**src/rtl/adder_if.sv**
```systemverilog
// rtl/adder_if.sv - operand/result bundle between an adder producer and the adder
interface adder_if #(
    parameter int WIDTH = 1
);
    logic             in_valid;
    logic [WIDTH-1:0] a;
    logic [WIDTH-1:0] b;
    logic             cin;
    logic             out_valid;
    logic [WIDTH-1:0] sum;
    logic             cout;
    logic             ovf;

    modport master (
        output in_valid, a, b, cin,
        input  out_valid, sum, cout, ovf
    );

    modport slave (
        input  in_valid, a, b, cin,
        output out_valid, sum, cout, ovf
    );
endinterface

```
**src/rtl/adder.sv**
```systemverilog
// rtl/adder.sv - registered WIDTH-bit adder with carry and overflow; ADDER_PIPE_EN adds an input stage
module adder #(
    parameter int WIDTH = 1
) (
    input  logic    clk,
    input  logic    rst,
    adder_if.slave  bus
);

    logic             op_valid;
    logic [WIDTH-1:0] op_a;
    logic [WIDTH-1:0] op_b;
    logic             op_cin;

`ifdef ADDER_PIPE_EN
    logic             in_valid_q;
    logic [WIDTH-1:0] a_q;
    logic [WIDTH-1:0] b_q;
    logic             cin_q;

    // Operands are only captured when qualified, so idle-cycle garbage never enters the pipe.
    always_ff @(posedge clk) begin
        if (rst) begin
            in_valid_q <= 1'b0;
            a_q        <= '0;
            b_q        <= '0;
            cin_q      <= 1'b0;
        end else begin
            in_valid_q <= bus.in_valid;
            if (bus.in_valid) begin
                a_q   <= bus.a;
                b_q   <= bus.b;
                cin_q <= bus.cin;
            end
        end
    end

    assign op_valid = in_valid_q;
    assign op_a     = a_q;
    assign op_b     = b_q;
    assign op_cin   = cin_q;
`else
    assign op_valid = bus.in_valid;
    assign op_a     = bus.a;
    assign op_b     = bus.b;
    assign op_cin   = bus.cin;
`endif

    logic [WIDTH:0]   full_sum;
    logic [WIDTH-1:0] sum_d, sum_q;
    logic             cout_d, cout_q;
    logic             ovf_d, ovf_q;
    logic             out_valid_q;

    assign full_sum = {1'b0, op_a} + {1'b0, op_b} + {{WIDTH{1'b0}}, op_cin};

    always_comb begin
        sum_d  = sum_q;
        cout_d = cout_q;
        ovf_d  = ovf_q;
        if (op_valid) begin
            sum_d  = full_sum[WIDTH-1:0];
            cout_d = full_sum[WIDTH];
            ovf_d  = (op_a[WIDTH-1] == op_b[WIDTH-1]) &&
                     (full_sum[WIDTH-1] != op_a[WIDTH-1]);
        end
    end

    always_ff @(posedge clk) begin
        if (rst) begin
            sum_q       <= '0;
            cout_q      <= 1'b0;
            ovf_q       <= 1'b0;
            out_valid_q <= 1'b0;
        end else begin
            sum_q       <= sum_d;
            cout_q      <= cout_d;
            ovf_q       <= ovf_d;
            out_valid_q <= op_valid;
        end
    end

    assign bus.sum       = sum_q;
    assign bus.cout      = cout_q;
    assign bus.ovf       = ovf_q;
    assign bus.out_valid = out_valid_q;

endmodule

```
**src/flat_wrapper.sv**
```systemverilog
// flat-port wrapper written by rule: the top's interface ports become plain ports
module adder_flat 
#(
    parameter int WIDTH = 1
)
  (clk, rst, bus_in_valid, bus_a, bus_b, bus_cin, bus_out_valid, bus_sum, bus_cout, bus_ovf);
  adder_if #(.WIDTH(WIDTH)) bus_i ();
  input  logic clk;
  input  logic rst;
  input wire logic [$bits(bus_i.in_valid)-1:0] bus_in_valid;
  input wire logic [$bits(bus_i.a)-1:0] bus_a;
  input wire logic [$bits(bus_i.b)-1:0] bus_b;
  input wire logic [$bits(bus_i.cin)-1:0] bus_cin;
  output wire logic [$bits(bus_i.out_valid)-1:0] bus_out_valid;
  output wire logic [$bits(bus_i.sum)-1:0] bus_sum;
  output wire logic [$bits(bus_i.cout)-1:0] bus_cout;
  output wire logic [$bits(bus_i.ovf)-1:0] bus_ovf;
  assign bus_i.in_valid = bus_in_valid;
  assign bus_i.a = bus_a;
  assign bus_i.b = bus_b;
  assign bus_i.cin = bus_cin;
  assign bus_out_valid = bus_i.out_valid;
  assign bus_sum = bus_i.sum;
  assign bus_cout = bus_i.cout;
  assign bus_ovf = bus_i.ovf;
  adder #(.WIDTH(WIDTH)) u_core (.clk(clk), .rst(rst), .bus(bus_i));
endmodule
```
**config.mk**
```make
export PLATFORM = sky130hd
export DESIGN_NAME = adder_flat
export DESIGN_NICKNAME = d
export VERILOG_FILES = /design/src/rtl/adder_if.sv /design/src/rtl/adder.sv /design/src/flat_wrapper.sv
export SDC_FILE = /design/constraint.sdc
export NUM_CORES = 1
export LEC_CHECK = 0
export CAP_MARGIN = 25
export CELL_PAD_IN_SITES_DETAIL_PLACEMENT = 1
export CELL_PAD_IN_SITES_GLOBAL_PLACEMENT = 1
export CORE_AREA = 2 2 39 41
export DETAILED_ROUTE_END_ITERATION = 16
export DIE_AREA = 0 0 41 43
export PLACE_DENSITY = 0.47
export SKIP_LAST_GASP = 1
export SLEW_MARGIN = 20
export SYNTH_ARGS = -nofsm -noshare
export SYNTH_HDL_FRONTEND = slang
export SYNTH_SLANG_ARGS = --single-unit
```
**constraint.sdc**
```tcl
create_clock -name clk -period 1.3 [get_ports clk]
set_input_delay 0.13 -clock clk [delete_from_list [all_inputs] [get_ports clk]]
set_output_delay 0.13 -clock clk [all_outputs]
set_load 0.02 [all_outputs]
```
* Word-level counts from Yosys, hierarchy flattened
Cells that the tools add are included.
Storage, ports and cells: output and inout bits 4, flip-flop bits (word level) 4, logic and storage cells 9
Operators by class: equality and inequality tests 2, $add $sub $neg 2, reductions and logical operators 1
Operator list (count):
- 1-bit by 1-bit adder with 2-bit output | 1
- 2-bit by 1-bit adder with 2-bit output | 1
- 1-bit == test | 1
- 1-bit logical AND | 1
- 1-bit != test | 1

* Logic depth before layout (Yosys ltp)
Gate-level depths: netlist (run 1).
depth after elaboration 4, mapped depth 3

* Worst setup path before layout (run 1)
Ideal clock, no wire load.
path kind input-to-reg, start in bus_cin, end reg u_core.ovf_q, in the netlist u_core.bus.ovf, cell stages on the path 3, arrival time 1.239 ns, data required time 1.209 ns, buffers on the path 0, library setup time 0.091 ns, slack -0.029 ns, path through fa_1 -> or3b_1 -> a311oi_1
On the way: longest elaborated chain between the ends 3
Ends and longest elaborated chain:
- from (decl) | line flat_wrapper.sv:13 | input wire logic [$bits(bus_i.cin)-1:0] bus_cin;
- 2-bit by 1-bit adder with 2-bit output | line adder.sv:55 | assign full_sum = {1'b0, op_a} + {1'b0, op_b} + {{WIDTH{1'b0}}, op_cin};
- 1-bit != test | line adder.sv:65 | (full_sum[WIDTH-1] != op_a[WIDTH-1]);
- 1-bit logical AND | line adder.sv:64 | ovf_d = (op_a[WIDTH-1] == op_b[WIDTH-1]) &&
- to (signal assigned) | line adder.sv:78 | ovf_q <= ovf_d;
- to (decl) | line adder.sv:52 | logic ovf_d, ovf_q;
Every way passes these cells. A chain may end at the register's enable or synchronous reset.

* Final worst setup path (run 1)
start in bus_cin, end reg u_core.ovf_q, in the netlist u_core.bus.ovf
On the way: longest elaborated chain between the ends 3
Ends and longest elaborated chain:
- 2-bit by 1-bit adder with 2-bit output | line adder.sv:55
- named net u_core.full_sum[0] | line adder.sv:49 | logic [WIDTH:0] full_sum;
- 1-bit != test | line adder.sv:65
- 1-bit logical AND | line adder.sv:64
The timed path passes the listed nets, and every way through them passes these cells.

==> qor.yml, run 1 <==
tightest_slew_ns: 0.228
pre_cts_ws_ns: -0.489
synthToLayoutAreaGrowth_pct: 94.6
yosys.cell_types.count: 8
die_x_um: 41
cp-start-kind: "primary input"
hold_violations: 0
worst-path-buf-inv: 1
cts_hold_buf: 0
power_density_mw_per_mm2: 1160
port-buffer-count: 9
grt-ovfl-total: 0
final_cells: 44
antenna_found_initial: 0
synth_area_um2: 163
slowest_stage: "fa_1"
fp.dieH_um: 43
cts_tree: "yes"
leakage_uw: 0.000173
num-nets-final: 37
synth.ff_latch_count: 4
fin_util: 0.229
clock_sinks: 4
rows: 14
clk_pin_slew_ns: 0.04
vdd_drop_max_v: 0.000474
dieArea_mm2: 0.00176
grt_pass1_wl_um: 648
clk_latency_ns: 0.23
ff2ff_path_depth: 2
htreeDepth: 1
syn-num-nets: 21
cts_root_buf: "clkbuf_4"
grt_max_degree: 6
critPathArrivalTime_ns: 1.39
slew_headroom: 0.847
setup_violations: 0
grt_use_total: 0.0622
endpoint_kind: "flip-flop"
path_cells: "clkdlybuf4s15_2 > fa_1 > or3b_4 > a311oi_2"
final_cell_mix: "4 x dfxtp_1, 3 x nor2_1, 3 x clkbuf_4, 3 x dlymetal6s2s_1"
yosysWarnings: 0
routed_wl_um: 463
finalCritPeriodShare: 0.960
path_delay_family: "adder cells"
required_ns: 1.45
num_io_pins: 10
dp.cells: 41
holdWs_ns: 0.259
wl_per_cell_um: 10.5
postCtsSetupRepairBufs: 0
post-dp-hpwl_um: 357
route.detailed.drc: 0
max_stage_delay_ns: 0.51
rsz0062_at_grt: "no"
avgSynthCellArea_um2: 11.6
initialDrtViolationCount: 1
coreArea_mm2: 0.00138
crit_cells: 4
via_count: 155
layout-drive-gt1-share: 0.357
hold_path.class: "primary input to flip-flop"
fill_cells: 162
multi_input_area_um2: 91.3
vias_per_cell: 3.52
regArea_um2: 80.1
finClkSkew_ns: 0
outcome: "completed"
clockBufferDepth: 2
firstDrtPassIters: 2
cap_viol_max_count: 0
grt_pass1_vias: 162
max_freq_ghz: 0.801
ys_seq_area_frac: 0.492
ant_nets: 0
cts_buffers: 3
crit_fanout: 2
hold_depth: 3
netlist_instances: 14
fin_crit_ns: 1.25
antenna_cells: 0
critical_path_class: "primary input to flip-flop"
gp_congestion: 0.556
start_util: 0.118
slew_viol_final: 0
setup_ws_ns: 0.0514
layout_commonest_cell: "dfxtp_1"
[state kept, by name, summed over array words and instances (netlist names)]
register and cells:
u_core.bus.cout 1, u_core.bus.out_valid 1, u_core.bus.ovf 1, u_core.bus.sum 1
[layout make-up]
class / count / share of cell area
Tap cell: 16 / 0.0632
Clock buffer: 3 / 0.0711
Multi-Input combinational cell: 10 / 0.289
Timing Repair Buffer: 11 / 0.324
Sequential cell: 4 / 0.253
[layer usage]
layer  up-vias  track usage  part of all wire
met4         0       0.0200                 0
met2        12       0.0656              0.32
li1         79            -                 -
met3         0       0.0838              0.21
met1        64       0.0705              0.47
met5         -            0                 0
[metrics by stage]
stage,total power (uW),area [um^2],TNS (ns)
floorplan,169,163,0
global placement,221,288,-0.715
detailed placement,223,288,-0.780
CTS,377,307,-0.00753
global route,395,317,0
finish,368,317,0
[Yosys cell counts]
master / count / share of area
a311oi_1: 1 / 0.054
fa_1: 1 / 0.12
nor2b_1: 1 / 0.038
or3b_1: 1 / 0.054
nand3b_1: 1 / 0.046
nor2_1: 3 / 0.069
mux2i_1: 2 / 0.12
dfxtp_1: 4 / 0.49
[power by group]
part	total (uW)	internal, uW	switching [uW]
sequential	136	133	3.22
clock	149	103	46.4
combinational	83.2	45.9	37.3
total	368	281	86.9
[timing repair]
action,CTS,global route
pin swaps,2,2
endpoints found under the setup margin,3,4
resized for setup,11,6
cloned,0,0
[final timing paths]
| check | startpoint | end | slack [ns] |
|---|---|---|---|
| max | bus_cin | u_core.bus.ovf | 0.05 |
| min | bus_a | u_core.bus.ovf | 0.26 |
| max reg2reg | u_core.bus.ovf | u_core.bus.ovf | 0.62 |
| min reg2reg | u_core.bus.cout | u_core.bus.cout | 0.50 |
[logic make-up (layout without fill, tap and decap cells)]
kind of cell               after synthesis  after routing  synth area share
and+or+nand+nor                          6              6             0.208
DFF                                      4              4             0.492
muxes                                    2              2             0.123
adders and majority gates                1              1             0.123
AOI/OAI and AO/OA                        1              1            0.0539
buffers and inverters                    0             14                 0
[worst min-delay path: stages]
cell and delay (ns):
buf_2 0.12, nand3b_1 0.09, a311oi_2 0.09
No activity file was read; power rests on OpenSTA's default activity.
==> run 2, diff against run 1 <==
Settings changed: CAP_MARGIN 25 to default.
==> results of run 2 <==
Same layout as run 1: the final DEF is identical, and so are final timing and power.
==> run 3, diff against run 2 <==
Settings changed: PLACE_DENSITY 0.47 to default, PLACE_DENSITY_LB_ADDON from default to 0.1.
==> run 3 against run 2 <==
  * Via count is 3.2% higher
  * Sequential share of layout area is 0.10 points lower
  * Worst hold slack better by 0.053 ns
  * Clock power hardly changed
  * Critical endpoint is now bus_out_valid
  * Highest routed layer unchanged
==> qor.yml, run 3 (same netlist as run 1, synthesis figures left out) <==
max_stage_delay_ns: 0.59
port-buffer-count: 9
antenna_found_initial: 0
wl_met2_um: 201
path_delay_family: "buffers and inverters"
fill_cells: 171
start_util: 0.118
worst-path-buf-inv: 1
grt-ovfl-total: 0
firstDrtPassIters: 2
grt_pass1_wl_um: 724
pre_cts_ws_ns: -0.464
setup_ws_ns: 0.0532
num_io_pins: 10
wl_per_cell_um: 8.91
hold_violations: 0
critPathArrivalTime_ns: 1.12
rsz0062_at_grt: "no"
grt_use_total: 0.0704
holdWs_ns: 0.311
grt_max_degree: 6
fin_area_um2: 318
cap_viol_max_count: 0
power_density_mw_per_mm2: 1170
slew_viol_final: 0
hold_path.class: "primary input to flip-flop"
slew_headroom: 0.850
crit_fanout: 1
cts_hold_buf: 0
path_cells: "clkdlybuf4s50_1"
critical_path_class: "flip-flop to output pin"
grt_pass1_vias: 167
gp_congestion: 0.637
clk_latency_ns: 0.23
vias_per_cell: 3.48
via_count: 160
routed_wl_um: 410
coreArea_mm2: 0.00138
htreeDepth: 1
setup_violations: 0
initialDrtViolationCount: 1
multi_input_area_um2: 82.6
layout-drive-gt1-share: 0.333
leakage_uw: 0.000179
rows: 14
clk_pin_slew_ns: 0.04
wl_met3_um: 43
placed_area_um2: 295
cp-start-kind: "flip-flop"
synthToLayoutAreaGrowth_pct: 95.4
p_total_uw: 370
tightest_slew_ns: 0.225
fin_crit_ns: 1.25
finClkSkew_ns: 0
cts_tree: "yes"
final_cell_mix: "4 x buf_4, 4 x dfxtp_1"
max_freq_ghz: 0.802
finalCritPeriodShare: 0.959
die_x_um: 41
regArea_um2: 80.1
dieArea_mm2: 0.00176
route.detailed.drc: 0
cts_root_buf: "clkbuf_4"
antenna_cells: 0
vdd_drop_max_v: 0.000427
ant_nets: 0
num-nets-final: 39
drt-met1-wl_um: 166
endpoint_kind: "output pin"
clockBufferDepth: 2
clock_sinks: 4
slowest_stage: "clkdlybuf4s50_1"
fp.dieH_um: 43
cts_buffers: 3
outcome: "completed"
required_ns: 1.17
topRoutingLayerUsed: "met3"
-- run 3: changes by cell type in the layout (fill, tap and decap cells not counted) --
cell / before / now
clkdlybuf4s50_1: 2 / 3
clkdlybuf4s15_2: 1 / 0
buf_2: 2 / 1
buf_4: 2 / 4
a311oi_2: 1 / 0
or3b_1: 0 / 1
clkbuf_2: 0 / 2
or3b_4: 1 / 0
a311oi_1: 0 / 1
dlygate4sd2_1: 1 / 0
-- run 3: layout make-up --
type                    count  share of cell area
multi-input cells          10               0.260
flip-flops and latches      4               0.252
repair buffers             13               0.354
clock buffers               3              0.0709
well taps                  16              0.0630
-- run 3: worst min-delay path, stage by stage --
cell and delay, ns:
buf_2 0.10, buf_4 0.10, or3b_1 0.09, a311oi_1 0.06
-- run 3: path summary, 6_finish.rpt --
kind	start	end	slack, ns	cells after the start
max	u_core.bus.out_valid	bus_out_valid	0.05	1
min reg2reg	u_core.bus.sum	u_core.bus.sum	0.48	2
max reg2reg	u_core.bus.ovf	u_core.bus.ovf	0.63	2
min	bus_b	u_core.bus.ovf	0.31	4
-- run 3: through the flow --
step | instances | util | setup TNS, ns
after floorplan | 14 | - | 0
after global placement | 42 | 0.213 | -0.670
after detailed placement | 42 | 0.213 | -0.687
after CTS | 46 | 0.231 | 0
after global routing | 46 | 0.230 | 0
final | 46 | 0.230 | 0
-- run 3: layer usage --
layer | global-route usage | vias up
met5 | 0 | -
met2 | 0.0875 | 6
met3 | 0.0942 | 0
met1 | 0.0677 | 72
met4 | 0.0200 | 0
li1 | - | 82
-- run 3: what timing repair did --
action | in CTS | in global routing
gates cloned | 0 | 0
pin swaps | 2 | 2
endpoints found under the setup margin | 1 | 4
setup buffers | 1 | 0
hold endpoints to repair | 0 | 0
resized for setup | 8 | 5
-- run 3: power breakdown --
part           switching [uW]  internal [uW]  total [uW]
registers                3.36            132         136
clock network            47.5            103         151
logic                    34.4           49.5        83.9
total                    85.3            285         370
